[config.mk]
export PLATFORM = sky130hd
export DESIGN_NAME = if_prefetch
export DESIGN_NICKNAME = d
export VERILOG_FILES = /design/src/rtl/if_prefetch.sv
export SDC_FILE = /design/constraint.sdc
export NUM_CORES = 1
export LEC_CHECK = 0
export ABC_AREA = 0
export BUFFER_PORTS_ARGS = -buffer_cell sky130_fd_sc_hd__buf_4
export CORE_MARGIN = 5
export CORE_UTILIZATION = 28
export DETAILED_ROUTE_END_ITERATION = 8
export PLACE_DENSITY_LB_ADDON = 0.15
export SYNTH_ARGS = -nofsm -noshare
export SYNTH_HDL_FRONTEND = slang
export SYNTH_SLANG_ARGS = --single-unit
[constraint.sdc]
create_clock -name clk -period 12.4 [get_ports clk]
set_input_delay 2.48 -clock clk [delete_from_list [all_inputs] [get_ports clk]]
set_output_delay 2.48 -clock clk [all_outputs]
set_load 0.02 [all_outputs]
[src/rtl/if_prefetch.sv]
// if_prefetch: bus-attached instruction prefetch stage.
// Issues sequential req/gnt fetches, buffers words with PCs, flushes on redirect.
module if_prefetch #(
    parameter int              XLEN            = 32,
    parameter int              FIFO_DEPTH      = 4,
    parameter int              MAX_OUTSTANDING = 2,
    parameter logic [XLEN-1:0] RESET_PC        = '0
) (
    input  logic            clk,
    input  logic            rst,
    input  logic            bj_flag,
    input  logic [XLEN-1:0] bj_addr,
    output logic            ibus_req,
    output logic [XLEN-1:0] ibus_addr,
    input  logic            ibus_gnt,
    input  logic            ibus_rvalid,
    input  logic [XLEN-1:0] ibus_rdata,
    input  logic            ibus_err,
    output logic            if_valid,
    input  logic            if_ready,
    output logic [XLEN-1:0] if_pc,
    output logic [XLEN-1:0] if_inst,
    output logic            if_inst_addr_misal,
    output logic            if_inst_access_fault
);

    localparam int FPW = (FIFO_DEPTH > 1) ? $clog2(FIFO_DEPTH) : 1;
    localparam int CW  = FPW + 1;
    localparam int TPW = (MAX_OUTSTANDING > 1) ? $clog2(MAX_OUTSTANDING) : 1;
    localparam int PW  = $clog2(MAX_OUTSTANDING + 1);

    localparam logic [XLEN-1:0] NOP_INST = XLEN'(32'h0000_0013);
    localparam logic [PW-1:0]   MAX_P    = PW'(MAX_OUTSTANDING);
    localparam logic [CW:0]     DEPTH_C  = (CW + 1)'(FIFO_DEPTH);
    localparam logic [TPW-1:0]  TAG_LAST = TPW'(MAX_OUTSTANDING - 1);

    typedef enum logic {
        S_RUN,
        S_MISAL
    } state_e;

    state_e          state_q, state_d;
    logic [XLEN-1:0] fetch_pc_q, fetch_pc_d;
    logic [XLEN-1:0] misal_pc_q, misal_pc_d;
    logic [PW-1:0]   pending_q, pending_d;
    logic [PW-1:0]   discard_q, discard_d;

    logic [XLEN-1:0] tag_mem_q [MAX_OUTSTANDING];
    logic [XLEN-1:0] tag_mem_d [MAX_OUTSTANDING];
    logic [TPW-1:0]  tag_wr_q, tag_wr_d;
    logic [TPW-1:0]  tag_rd_q, tag_rd_d;

    logic [XLEN-1:0] fifo_pc_q   [FIFO_DEPTH];
    logic [XLEN-1:0] fifo_pc_d   [FIFO_DEPTH];
    logic [XLEN-1:0] fifo_inst_q [FIFO_DEPTH];
    logic [XLEN-1:0] fifo_inst_d [FIFO_DEPTH];
    logic            fifo_flt_q  [FIFO_DEPTH];
    logic            fifo_flt_d  [FIFO_DEPTH];
    logic [FPW-1:0]  fifo_wr_q, fifo_wr_d;
    logic [FPW-1:0]  fifo_rd_q, fifo_rd_d;
    logic [CW-1:0]   fifo_cnt_q, fifo_cnt_d;

    logic [CW:0] occupancy;
    logic        grant;
    logic        rsp;
    logic        push;
    logic        pop;

    // Request only when every in-flight word already has a reserved FIFO slot.
    always_comb begin
        occupancy = (CW + 1)'(fifo_cnt_q) + (CW + 1)'(pending_q);
        ibus_req  = !rst && (state_q == S_RUN) && !bj_flag &&
                    (pending_q < MAX_P) && (occupancy < DEPTH_C);
        ibus_addr = fetch_pc_q;
        grant     = ibus_req && ibus_gnt;
        rsp       = ibus_rvalid && (pending_q != '0);
        push      = rsp && (discard_q == '0);
        pop       = (state_q == S_RUN) && (fifo_cnt_q != '0) && if_ready;
    end

    // Head presentation: synthetic NOP while parked on a misaligned target.
    always_comb begin
        if (state_q == S_MISAL) begin
            if_valid             = 1'b1;
            if_pc                = misal_pc_q;
            if_inst              = NOP_INST;
            if_inst_addr_misal   = 1'b1;
            if_inst_access_fault = 1'b0;
        end else begin
            if_valid             = (fifo_cnt_q != '0);
            if_pc                = fifo_pc_q[fifo_rd_q];
            if_inst              = fifo_inst_q[fifo_rd_q];
            if_inst_addr_misal   = 1'b0;
            if_inst_access_fault = fifo_flt_q[fifo_rd_q];
        end
    end

    // Next-state: issue, response pairing, FIFO traffic and redirect flush.
    always_comb begin
        state_d     = state_q;
        fetch_pc_d  = fetch_pc_q;
        misal_pc_d  = misal_pc_q;
        pending_d   = pending_q;
        discard_d   = discard_q;
        tag_mem_d   = tag_mem_q;
        tag_wr_d    = tag_wr_q;
        tag_rd_d    = tag_rd_q;
        fifo_pc_d   = fifo_pc_q;
        fifo_inst_d = fifo_inst_q;
        fifo_flt_d  = fifo_flt_q;
        fifo_wr_d   = fifo_wr_q;
        fifo_rd_d   = fifo_rd_q;
        fifo_cnt_d  = fifo_cnt_q;

        if (grant) begin
            tag_mem_d[tag_wr_q] = fetch_pc_q;
            tag_wr_d   = (tag_wr_q == TAG_LAST) ? '0 : tag_wr_q + 1'b1;
            fetch_pc_d = fetch_pc_q + XLEN'(4);
        end

        if (rsp) begin
            tag_rd_d = (tag_rd_q == TAG_LAST) ? '0 : tag_rd_q + 1'b1;
            if (discard_q != '0) begin
                discard_d = discard_q - 1'b1;
            end
        end

        case ({grant, rsp})
            2'b10:   pending_d = pending_q + 1'b1;
            2'b01:   pending_d = pending_q - 1'b1;
            default: pending_d = pending_q;
        endcase

        if (push) begin
            fifo_pc_d[fifo_wr_q]   = tag_mem_q[tag_rd_q];
            fifo_inst_d[fifo_wr_q] = ibus_rdata;
            fifo_flt_d[fifo_wr_q]  = ibus_err;
            fifo_wr_d              = fifo_wr_q + 1'b1;
        end

        if (pop) begin
            fifo_rd_d = fifo_rd_q + 1'b1;
        end

        case ({push, pop})
            2'b10:   fifo_cnt_d = fifo_cnt_q + 1'b1;
            2'b01:   fifo_cnt_d = fifo_cnt_q - 1'b1;
            default: fifo_cnt_d = fifo_cnt_q;
        endcase

        // No grant can occur this cycle, so every remaining request is stale.
        if (bj_flag) begin
            fifo_cnt_d = '0;
            fifo_wr_d  = '0;
            fifo_rd_d  = '0;
            discard_d  = pending_d;
            fetch_pc_d = {bj_addr[XLEN-1:2], 2'b00};
            misal_pc_d = bj_addr;
            state_d    = (bj_addr[1:0] != 2'b00) ? S_MISAL : S_RUN;
        end
    end

    // State registers.
    always_ff @(posedge clk or posedge rst) begin
        if (rst) begin
            state_q    <= S_RUN;
            fetch_pc_q <= RESET_PC;
            misal_pc_q <= '0;
            pending_q  <= '0;
            discard_q  <= '0;
            tag_wr_q   <= '0;
            tag_rd_q   <= '0;
            fifo_wr_q  <= '0;
            fifo_rd_q  <= '0;
            fifo_cnt_q <= '0;
            for (int i = 0; i < MAX_OUTSTANDING; i++) begin
                tag_mem_q[i] <= '0;
            end
            for (int i = 0; i < FIFO_DEPTH; i++) begin
                fifo_pc_q[i]   <= '0;
                fifo_inst_q[i] <= '0;
                fifo_flt_q[i]  <= 1'b0;
            end
        end else begin
            state_q     <= state_d;
            fetch_pc_q  <= fetch_pc_d;
            misal_pc_q  <= misal_pc_d;
            pending_q   <= pending_d;
            discard_q   <= discard_d;
            tag_mem_q   <= tag_mem_d;
            tag_wr_q    <= tag_wr_d;
            tag_rd_q    <= tag_rd_d;
            fifo_pc_q   <= fifo_pc_d;
            fifo_inst_q <= fifo_inst_d;
            fifo_flt_q  <= fifo_flt_d;
            fifo_wr_q   <= fifo_wr_d;
            fifo_rd_q   <= fifo_rd_d;
            fifo_cnt_q  <= fifo_cnt_d;
        end
    end

    // A response with nothing outstanding is a bus protocol violation.
    always @(posedge clk) begin
        if (!rst) begin
            assert (!(ibus_rvalid && (pending_q == '0)));
        end
    end

endmodule
==> out/results.tsv <==
metric	value	unit
status	complete, no violations	
P_int	2.919	mW
WS Path Type	input port to output pin	
Leakage Power	9.507	nW
Worst Max-Slew Pin Slew	1.093	ns
Die Height	259.1	um
CTS tree	built	
Worst Path Max Fanout	53	
Cells after Synth	1367	
first-pass GRT wire length	74.41	mm
Max rail drop VDD	0.09039	mV
final hold violations	0	
Total GRT Usage	0.1417	
slowest cell on the critical path	buf_4	
Data arrival, critical path	3.55	ns
Sink Count	388	
crit-path most repeated cell	buf_4	
Slew Viols, Final	0	
Worst-path clk slew	0.05	ns
delay-heaviest family, CP	buffers and inverters	
clk_skew	0.02236	ns
pre-CTS setup slack	6.377	ns
layout cells sized above 1	0.3735	
Worst setup SP type	input port	
total die area	0.06711	mm^2
clock share of power	0.350	
Setup TNS	0	ns
site row count	91	
Yosys top cell by area	dfrtp_1	
Fin Hold WS	0.4757	ns
Worst Path Buf+Inv	2	
post-layout util	0.3418	
via count	11070	
initial antenna violation count	1	
synthesized area per cell	12.71	um^2
placer congestion estimate	0.7354	
ANT nets after route	0	
Worst EP required	9.92	ns
Die Wd	259.1	um
Setup crit end kind	output pin	
Reg power frac	0.438	
Post-CTS Resized	0	
CTS Root Cell	clkbuf_16	
hold buffers post-CTS	0	
WL final	47.41	mm
CTS max path bufs	3	
post-layout net count	1587	
drt first pass iters	6	
dpl hpwl	29.51	mm
Final Cycle Share	0.4862	
IO buf count	168	
pwr/cell area	193.4	mW/mm^2
CP max stage delay	0.48	ns
max cap viols	0	
max frequency	0.1659	GHz
largest net degree at the start of global routing	152	
io pins	171	
area of the core	0.06160	mm^2
ys flop type	dfrtp_1	
FILL cells	6154	
Skew-Pair Late Insertion Delay	0.59	ns
crit path cell chain	buf_4 -> nor2_1 -> and3_1 -> buf_4	
Setup Viol. Count Final	0	
CTS Buf Count	47	
GR Overflow Total	0	
DRC	0	
unrepaired setup endpoints after global routing	no	
initial core utilization	0.2820	
Rel. slew slack	0.2716	
Via density	4.652	
Initial DRC Count	499	
Switching Fraction	0.2829	
Post-CTS Setup Repair Bufs	0	
Logic pwr share	0.212	
asr flop ratio synth	1.000	
synthesis-to-layout area growth	21.22	%
Yosys reg bits	388	
min-delay worst type	register to register	
number of global-route vias before repair	11740	
Yosys Warn Count	0	
Psw	1.152	mW
PnR worst setup slack	6.371	ns
H-tree depth	2	
synthesized area	0.01737	mm^2
post-synth cell types	47	
post-synth top area share	0.5590	
Seq/Total Area, Yosys	0.5590	
DR WL/cell	19.92	um
worst reg-to-reg setup slack	8.70	ns
Area contributors post-synth	dfrtp_1, mux2_2, mux4_2	
clock period minus final worst setup slack	6.029	ns
number of enable flip-flop cells after synthesis	0	
[final cells by class]
type	count	area, um^2	area share
diodes	1	2.502	0.0001188
well taps	837	1047	0.04974
inverters	37	145.1	0.006893
clock inverters	15	196.4	0.009330
flip-flops and latches	388	9722	0.4617
repair buffers	182	1379	0.06549
clock buffers	69	1419	0.06739
multi-input cells	851	7144	0.3393
[Yosys cell counts, types with 12 or more instances]
cell type	count
nor2b_1	34
buf_2	31
o21ai_0	167
clkbuf_1	44
dfrtp_1	388
nor2_1	21
mux4_2	63
buf_1	12
inv_1	36
xnor2_1	14
mux2i_1	34
nand3_1	18
mux2_2	231
nand2_1	170
[metal layers]
| metal | share of wire | track usage |
|---|---|---|
| met5 | 0 | 0 |
| met4 | 0.020 | 0.03497 |
| met3 | 0.059 | 0.03521 |
| met2 | 0.46 | 0.2256 |
| met1 | 0.46 | 0.1955 |
[state kept, by name (all words and copies together), names as in the netlist]
name,count
misal_pc_q,32
tag_wr_q,1
tag_mem_q,60
fifo_rd_q,2
pending_q,2
ibus_addr,30
fifo_pc_q,120
discard_q,2
state_q,1
fifo_cnt_q,3
fifo_wr_q,2
fifo_flt_q,4
tag_rd_q,1
fifo_inst_q,128
[tightest hold or removal path, stage by stage, from the launching register on]
cell,delay (ns)
dfrtp_1,0.33
nand2_1,0.05
o21ai_0,0.06
[cells by family after synthesis]
kind of cell,Yosys count,synth area share
AO/OA/AOI/OAI,193,0.06022
XOR/XNOR,21,0.01059
adder cells (fa/ha/maj),9,0.006916
buffers and inverters,129,0.03177
flip-flops,388,0.5590
multiplexers,328,0.2510
other,1,0.0002159
AND/OR/NAND/NOR,298,0.08025
[power groups by stage]
stage | sequential [mW] | combinational [mW] | clock (mW)
final | 1.78 | 0.864 | 1.43
after floorplan | 1.72 | 0.672 | 0
after global placement | 1.80 | 0.865 | 0
after detailed placement | 1.81 | 0.883 | 0
after global routing | 1.83 | 0.960 | 1.53
after CTS | 1.79 | 0.886 | 1.48
[per-stage QoR]
stage	total power [mW]	area [um^2]	std cells
final	4.071	21060	2380
after global placement	2.661	19440	2295
after floorplan	2.388	17380	1368
after detailed placement	2.690	19440	2295
after global routing	4.317	21050	2379
after CTS	4.151	21050	2379
[placed cells by master (no fill, tap or decap), types with 4 or more instances in the layout]
master     Yosys  routed
nand2_1      170     166
nand2_4        0       4
clkbuf_8       0      16
clkinv_2       0       5
or3_1          4       4
o311ai_0       4       4
clkbuf_16      0      47
nand2b_1       5       5
nor2_1        21      20
buf_4          3     181
nor3_1         9       9
mux2_2       231     231
xor2_1         7       7
clkbuf_1      44       6
o211ai_1       7       7
inv_1         36      35
xnor2_1       14      14
o21ai_0      167     167
and4_1         5       5
mux4_2        63      63
nor2b_1       34      34
ha_1           8       8
mux2i_1       34      34
bufinv_16      0       4
nand3_1       18      18
dfrtp_1      388     384
nand4_1        9       9
or2_2          6       6
[worst paths after layout]
| path | from | to | cells past startpoint |
|---|---|---|---|
| max in group asynchronous | rst | tag_rd_q | 4 |
| min reg2reg | fifo_pc_q[59] | fifo_pc_q[59] | 2 |
| min | fifo_pc_q[59] | fifo_pc_q[59] | 2 |
| min in group asynchronous | rst | fifo_inst_q[14] | 2 |
| max | bj_flag | ibus_req | 4 |
| max reg2reg | state_q | tag_mem_q[60] | 6 |
No activity file was read; power rests on OpenSTA's default activity.
